===== src/rtl/control_sequencer.sv =====
// Microcoded control sequencer: decodes a 3-bit opcode into 1-3 EXEC micro-steps
// driving register control codes and ALU select. Optional SEQ_INSTR_COUNT_EN adds instr_count.
module control_sequencer #(
  parameter int CNT_W = 8
) (
  input  logic             clk,
  input  logic             rst,
  input  logic             start,
  input  logic [2:0]       opcode,
  output logic [2:0]       Tx,
  output logic [2:0]       Ty,
  output logic [2:0]       Tz,
  output logic [1:0]       ula_sel,
  output logic             busy,
`ifdef SEQ_INSTR_COUNT_EN
  output logic             done,
  output logic [CNT_W-1:0] instr_count
`else
  output logic             done
`endif
);

  localparam logic [2:0] HOLD   = 3'b000;
  localparam logic [2:0] LOAD   = 3'b001;
  localparam logic [2:0] SHIFTR = 3'b010;
  localparam logic [2:0] SHIFTL = 3'b011;
  localparam logic [2:0] RESET  = 3'b100;

  localparam logic [2:0] OP_CLR = 3'b000;
  localparam logic [2:0] OP_LDX = 3'b001;
  localparam logic [2:0] OP_ADD = 3'b010;
  localparam logic [2:0] OP_SUB = 3'b011;
  localparam logic [2:0] OP_AND = 3'b100;
  localparam logic [2:0] OP_SHR = 3'b101;
  localparam logic [2:0] OP_SHL = 3'b110;
  localparam logic [2:0] OP_MOV = 3'b111;

  typedef enum logic [2:0] {
    IDLE  = 3'd0,
    EXEC1 = 3'd1,
    EXEC2 = 3'd2,
    EXEC3 = 3'd3,
    DONE  = 3'd4
  } state_t;

  state_t     state_q, state_d;
  logic [2:0] op_q;
  logic [1:0] steps;

  always_ff @(posedge clk) begin
    if (rst) begin
      state_q <= IDLE;
      op_q    <= OP_CLR;
    end else begin
      state_q <= state_d;
      if (state_q == IDLE && start) op_q <= opcode;
    end
  end

  // Number of EXEC micro-steps for the latched opcode
  always_comb begin
    steps = 2'd1;
    if (op_q == OP_ADD || op_q == OP_SUB || op_q == OP_AND) steps = 2'd2;
    else if (op_q == OP_MOV)                                 steps = 2'd3;
  end

  always_comb begin
    state_d = IDLE;
    case (state_q)
      IDLE:    state_d = start ? EXEC1 : IDLE;
      EXEC1:   state_d = (steps == 2'd1) ? DONE : EXEC2;
      EXEC2:   state_d = (steps == 2'd2) ? DONE : EXEC3;
      EXEC3:   state_d = DONE;
      DONE:    state_d = IDLE;
      default: state_d = IDLE;
    endcase
  end

  // Moore decode: outputs depend only on state_q and op_q
  always_comb begin
    Tx      = HOLD;
    Ty      = HOLD;
    Tz      = HOLD;
    ula_sel = 2'b00;
    busy    = 1'b0;
    done    = 1'b0;
    case (state_q)
      EXEC1: begin
        busy = 1'b1;
        case (op_q)
          OP_CLR: begin Tx = RESET; Ty = RESET; Tz = RESET; end
          OP_LDX: Tx = LOAD;
          OP_ADD: begin ula_sel = 2'b00; Ty = LOAD; end
          OP_SUB: begin ula_sel = 2'b01; Ty = LOAD; end
          OP_AND: begin ula_sel = 2'b10; Ty = LOAD; end
          OP_SHR: Tz = SHIFTR;
          OP_SHL: Tz = SHIFTL;
          default: begin ula_sel = 2'b11; Ty = LOAD; end
        endcase
      end
      EXEC2: begin
        busy = 1'b1;
        if (steps != 2'd1) Tz = LOAD;
      end
      EXEC3: begin
        busy = 1'b1;
        if (op_q == OP_MOV) Tx = RESET;
      end
      DONE:    done = 1'b1;
      default: ;
    endcase
  end

`ifdef SEQ_INSTR_COUNT_EN
  always_ff @(posedge clk) begin
    if (rst)                                        instr_count <= '0;
    else if (state_q == DONE && instr_count != '1)  instr_count <= instr_count + 1'b1;
  end
`endif

endmodule


===== config.mk =====
export PLATFORM = sky130hd
export DESIGN_NAME = control_sequencer
export DESIGN_NICKNAME = d
export VERILOG_FILES = /design/src/rtl/control_sequencer.sv
export SDC_FILE = /design/constraint.sdc
export NUM_CORES = 1
export LEC_CHECK = 0
export CAP_MARGIN = 20
export CORE_UTILIZATION = 35
export DETAILED_ROUTE_END_ITERATION = 8
export PLACE_DENSITY = 0.75
export SLEW_MARGIN = 25
export SYNTH_ARGS = -nofsm -noshare
export SYNTH_HDL_FRONTEND = slang
export SYNTH_SLANG_ARGS = --single-unit

===== constraint.sdc =====
create_clock -name clk -period 3.7 [get_ports clk]
set_input_delay 0.74 -clock clk [delete_from_list [all_inputs] [get_ports clk]]
set_output_delay 0.74 -clock clk [all_outputs]
set_load 0.02 [all_outputs]

==> flow_results.xml <==
<?xml version="1.0" encoding="UTF-8"?>
<metrics>
  <group name="run_status">
    <metric name="status" unit="">finished, final reports clean</metric>
  </group>
  <group name="yosys">
    <metric name="synth.lib_cells_used.distinct" unit="">31</metric>
    <metric name="yosys.area.top_type_share" unit="">0.217</metric>
    <metric name="syn-cell-area" unit="um2">553</metric>
    <metric name="postSynthRegisterBits" unit="">6</metric>
    <metric name="yosysWarnings" unit="">0</metric>
    <metric name="ys_seq_area_frac" unit="">0.217</metric>
    <metric name="post-synth-top-area-cell" unit="">sky130_fd_sc_hd__dfxtp_1</metric>
    <metric name="ys_top_cells_by_area" unit="">sky130_fd_sc_hd__dfxtp_1, sky130_fd_sc_hd__mux2i_1, sky130_fd_sc_hd__buf_4, sky130_fd_sc_hd__nor2_1, sky130_fd_sc_hd__and3b_1</metric>
    <metric name="post_synth.cell_area_avg" unit="um2">8.38</metric>
    <metric name="syn_inst" unit="">66</metric>
  </group>
  <group name="worst_setup_path">
    <metric name="timing.critical_path.slowest_stage_cell" unit="">sky130_fd_sc_hd__dfxtp_1</metric>
    <metric name="worst_ep_required" unit="ps">2960</metric>
    <metric name="worstPathMaxFanout" unit="">15</metric>
    <metric name="crit_path_max_incr_delay" unit="ps">670</metric>
    <metric name="cp.buffers_inverters" unit="">1</metric>
    <metric name="r2r_start" unit="">op_q[1]$_SDFFE_PP0P_</metric>
    <metric name="critical_path_class" unit="">flop to output pin</metric>
    <metric name="ff2ff_setup_slack" unit="ps">2280</metric>
    <metric name="cp-start-kind" unit="">flop</metric>
    <metric name="path_cells" unit="">and3b_1, o21ai_1, a21oi_1, clkdlybuf4s50_1</metric>
    <metric name="cp.depth" unit="">4</metric>
    <metric name="critPathCaptureType" unit="">output pin</metric>
    <metric name="setup.worst_path.end" unit="">Tz[0]</metric>
    <metric name="worst_reg_to_reg_cells" unit="">3</metric>
    <metric name="path_delay_family" unit="">flip-flops</metric>
    <metric name="critical_path_arrival" unit="ps">2030</metric>
    <metric name="crit_path_start" unit="">op_q[1]$_SDFFE_PP0P_</metric>
    <metric name="crit-reg2reg-capture" unit="">state_q[1]$_SDFF_PP0_</metric>
  </group>
  <group name="die">
    <metric name="core-area" unit="mm2">0.00138</metric>
    <metric name="die_width" unit="um">41.8</metric>
    <metric name="floorplan.die_area" unit="mm2">0.00174</metric>
    <metric name="floorplan.initialDensity" unit="">0.400</metric>
    <metric name="std_cell_rows" unit="">13</metric>
    <metric name="boundaryPins" unit="">19</metric>
    <metric name="dieHeight" unit="um">41.8</metric>
  </group>
  <group name="detailed_routing">
    <metric name="dr_total_vias" unit="">488</metric>
    <metric name="first_pass_iters" unit="">4</metric>
    <metric name="antenna_left" unit="">0</metric>
    <metric name="wire_per_inst" unit="um">12.1</metric>
    <metric name="detail_route.vias_per_cell" unit="">5.30</metric>
    <metric name="detail_route.wirelength" unit="mm">1.11</metric>
    <metric name="drt_first_iter_violations" unit="">5</metric>
    <metric name="drc" unit="">0</metric>
  </group>
  <group name="clock_network">
    <metric name="tritoncts_sink_count" unit="">6</metric>
    <metric name="cts_tree" unit="">yes</metric>
    <metric name="cts-hold-fix-buffers" unit="">0</metric>
    <metric name="post-cts-setup-buffer-count" unit="">0</metric>
    <metric name="cts_inserted_buffers" unit="">3</metric>
    <metric name="cts_max_path_buffers" unit="">2</metric>
    <metric name="post_cts_resized" unit="">0</metric>
    <metric name="clk_pin_slew_worst_paths" unit="ps">40</metric>
    <metric name="cts.htree.levels" unit="">1</metric>
    <metric name="clock-root-buffer" unit="">sky130_fd_sc_hd__clkbuf_4</metric>
    <metric name="clock_insertion_delay_worst_skew" unit="ps">250</metric>
  </group>
  <group name="pwr">
    <metric name="total_power" unit="mW">0.212</metric>
    <metric name="cellLeakagePower" unit="nW">0.265</metric>
    <metric name="power_density" unit="mW/mm2">308</metric>
    <metric name="ir_worst_vdd" unit="V">0.000185</metric>
  </group>
  <group name="cells_and_area">
    <metric name="flow.area_growth_from_synthesis" unit="%">24.9</metric>
    <metric name="utilization_of_the_core_after_routing" unit="">0.500</metric>
    <metric name="post_layout_cell_count" unit="">92</metric>
    <metric name="final_layout_size_suffix_gt1_frac" unit="">0.117</metric>
    <metric name="design.final.nets" unit="">85</metric>
    <metric name="insertedDiodeCount" unit="">0</metric>
  </group>
  <group name="global_route">
    <metric name="grt_pass1_wl" unit="mm">1.81</metric>
    <metric name="gr-total-overflow" unit="">0</metric>
    <metric name="number_of_antenna_violations_at_the_first_check_in_global_routing" unit="">0</metric>
    <metric name="gr-usage-all-layers" unit="">0.139</metric>
    <metric name="grt_start_max_net_pins" unit="">17</metric>
    <metric name="vias_in_the_first_global_route" unit="">425</metric>
  </group>
  <group name="worst_hold_path">
    <metric name="hold_path.class" unit="">flop to flop</metric>
  </group>
  <group name="timing">
    <metric name="hold_violations" unit="">0</metric>
    <metric name="min_period_over_period" unit="">0.748</metric>
    <metric name="finalMaxSlewViolations" unit="">0</metric>
    <metric name="final_min_period" unit="ps">2770</metric>
    <metric name="maxClockFrequency" unit="GHz">0.361</metric>
    <metric name="slew_headroom" unit="">0.622</metric>
    <metric name="final.setup.tns" unit="ps">0</metric>
    <metric name="report.final.setup_viol" unit="">0</metric>
    <metric name="worst_slew_pin_slew" unit="ps">566</metric>
    <metric name="finClkSkew" unit="ps">3.38</metric>
    <metric name="grt_setup_unrepaired" unit="">no</metric>
  </group>
  <group name="job">
    <metric name="max_cap_violations" unit="">0</metric>
  </group>
  <group name="placement">
    <metric name="port-buffer-count" unit="">16</metric>
    <metric name="dpl.hpwl" unit="um">736</metric>
    <metric name="place_inst" unit="">89</metric>
    <metric name="gp_congestion" unit="">0.785</metric>
  </group>
</metrics>
[state kept, by name (all words and copies together) (netlist names)]
name / flops
op_q: 3
state_q: 3
[metrics by stage]
stage	instance area, um2	hold slack [ps]	worst slack, ps
after floorplan	557	562	1580
after global placement	668	660	1210
after global routing	691	722	788
after detailed placement	668	665	1190
final	691	683	931
after CTS	691	686	909
[layer usage]
| metal | share of wire | vias to the layer above | track usage | wire (um) |
|---|---|---|---|---|
| li1 | - | 249 | - | - |
| met1 | 0.48 | 220 | 0.164 | 529 |
| met2 | 0.44 | 17 | 0.213 | 491 |
| met3 | 0.064 | 2 | 0.0522 | 71 |
| met4 | 0.018 | 0 | 0.0774 | 20 |
| met5 | 0 | - | 0 | 0 |
[worst reg2reg max path, stage by stage (launching register included)]
cell                       delay, ps
sky130_fd_sc_hd__dfxtp_1         670
sky130_fd_sc_hd__and3b_1         280
sky130_fd_sc_hd__o21ai_1          90
sky130_fd_sc_hd__a311oi_2        290
[power by group]
part           total, mW  switching [mW]  internal (mW)
combinational     0.0626          0.0278         0.0349
sequential        0.0872          0.0173         0.0699
clock             0.0626          0.0258         0.0368
total              0.212          0.0709          0.142
[cells in the mapped netlist]
cell	n
sky130_fd_sc_hd__xnor2_1	2
sky130_fd_sc_hd__nor2_1	7
sky130_fd_sc_hd__a311oi_2	1
sky130_fd_sc_hd__buf_6	2
sky130_fd_sc_hd__nand2b_1	3
sky130_fd_sc_hd__nor3b_2	2
sky130_fd_sc_hd__nor2b_1	2
sky130_fd_sc_hd__nand2_1	3
sky130_fd_sc_hd__a21oi_1	2
sky130_fd_sc_hd__dfxtp_1	6
sky130_fd_sc_hd__a2111oi_1	1
sky130_fd_sc_hd__o21ai_0	2
sky130_fd_sc_hd__o21ai_1	3
sky130_fd_sc_hd__nor4b_1	1
sky130_fd_sc_hd__and3_1	3
sky130_fd_sc_hd__nor3_1	1
sky130_fd_sc_hd__nor4b_4	1
sky130_fd_sc_hd__buf_4	4
sky130_fd_sc_hd__or2_0	1
sky130_fd_sc_hd__conb_1	1
sky130_fd_sc_hd__buf_2	3
sky130_fd_sc_hd__o21bai_1	1
sky130_fd_sc_hd__mux2_2	1
sky130_fd_sc_hd__mux2i_1	4
sky130_fd_sc_hd__nand4_1	1
sky130_fd_sc_hd__nor2_2	1
sky130_fd_sc_hd__and2_1	1
sky130_fd_sc_hd__a311oi_1	1
sky130_fd_sc_hd__o21a_1	1
sky130_fd_sc_hd__or4_1	1
sky130_fd_sc_hd__and3b_1	3
[layout by cell type (no fill, tap or decap), drive strengths merged]
master | Yosys | layout
o21bai | 1 | 1
conb | 1 | 2
nor2 | 8 | 8
mux2i | 4 | 4
a311oi | 2 | 2
nor4b | 2 | 2
nor2b | 2 | 2
a2111oi | 1 | 1
dfxtp | 6 | 6
and3b | 3 | 3
mux2 | 1 | 1
nand2b | 3 | 3
o21ai | 5 | 5
nand4 | 1 | 1
or4 | 1 | 1
clkdlybuf4s50 | 0 | 16
and2 | 1 | 1
nor3b | 2 | 2
a21oi | 2 | 2
xnor2 | 2 | 2
o21a | 1 | 1
or2 | 1 | 1
nor3 | 1 | 1
clkbuf | 0 | 3
nand2 | 3 | 3
and3 | 3 | 3
[how the worst min path moves through the flow]
stage / startpoint / cells after the start / slack (ps) / end
after floorplan: state_q[2]$_SDFF_PP0_ / 2 / 560 / state_q[1]$_SDFF_PP0_
after global placement: op_q[2]$_SDFFE_PP0P_ / 2 / 660 / op_q[2]$_SDFFE_PP0P_
after detailed placement: state_q[2]$_SDFF_PP0_ / 1 / 660 / state_q[1]$_SDFF_PP0_
after CTS: state_q[2]$_SDFF_PP0_ / 1 / 690 / state_q[1]$_SDFF_PP0_
after global routing: state_q[2]$_SDFF_PP0_ / 1 / 720 / state_q[1]$_SDFF_PP0_
final: op_q[2]$_SDFFE_PP0P_ / 2 / 680 / op_q[2]$_SDFFE_PP0P_
[cell type report]
type	instances	area, um2
well taps	15	18.8
flip-flops and latches	6	120
clock buffers	3	22.5
fillers	134	692
repair buffers	16	160
multi-input cells	52	369
[cell families (layout without fill, tap and decap cells)]
logic type / count (synthesis) / count (layout) / synth area share
and+or+nand+nor: 31 / 31 / 0.378
AOI/OAI and AO/OA: 12 / 12 / 0.152
buffers and inverters: 9 / 19 / 0.122
DFF: 6 / 6 / 0.217
muxes: 5 / 5 / 0.0928
xor gates and xnor gates: 2 / 2 / 0.0317
other: 1 / 2 / 0.00678
Power figures use the tool's default switching activity.
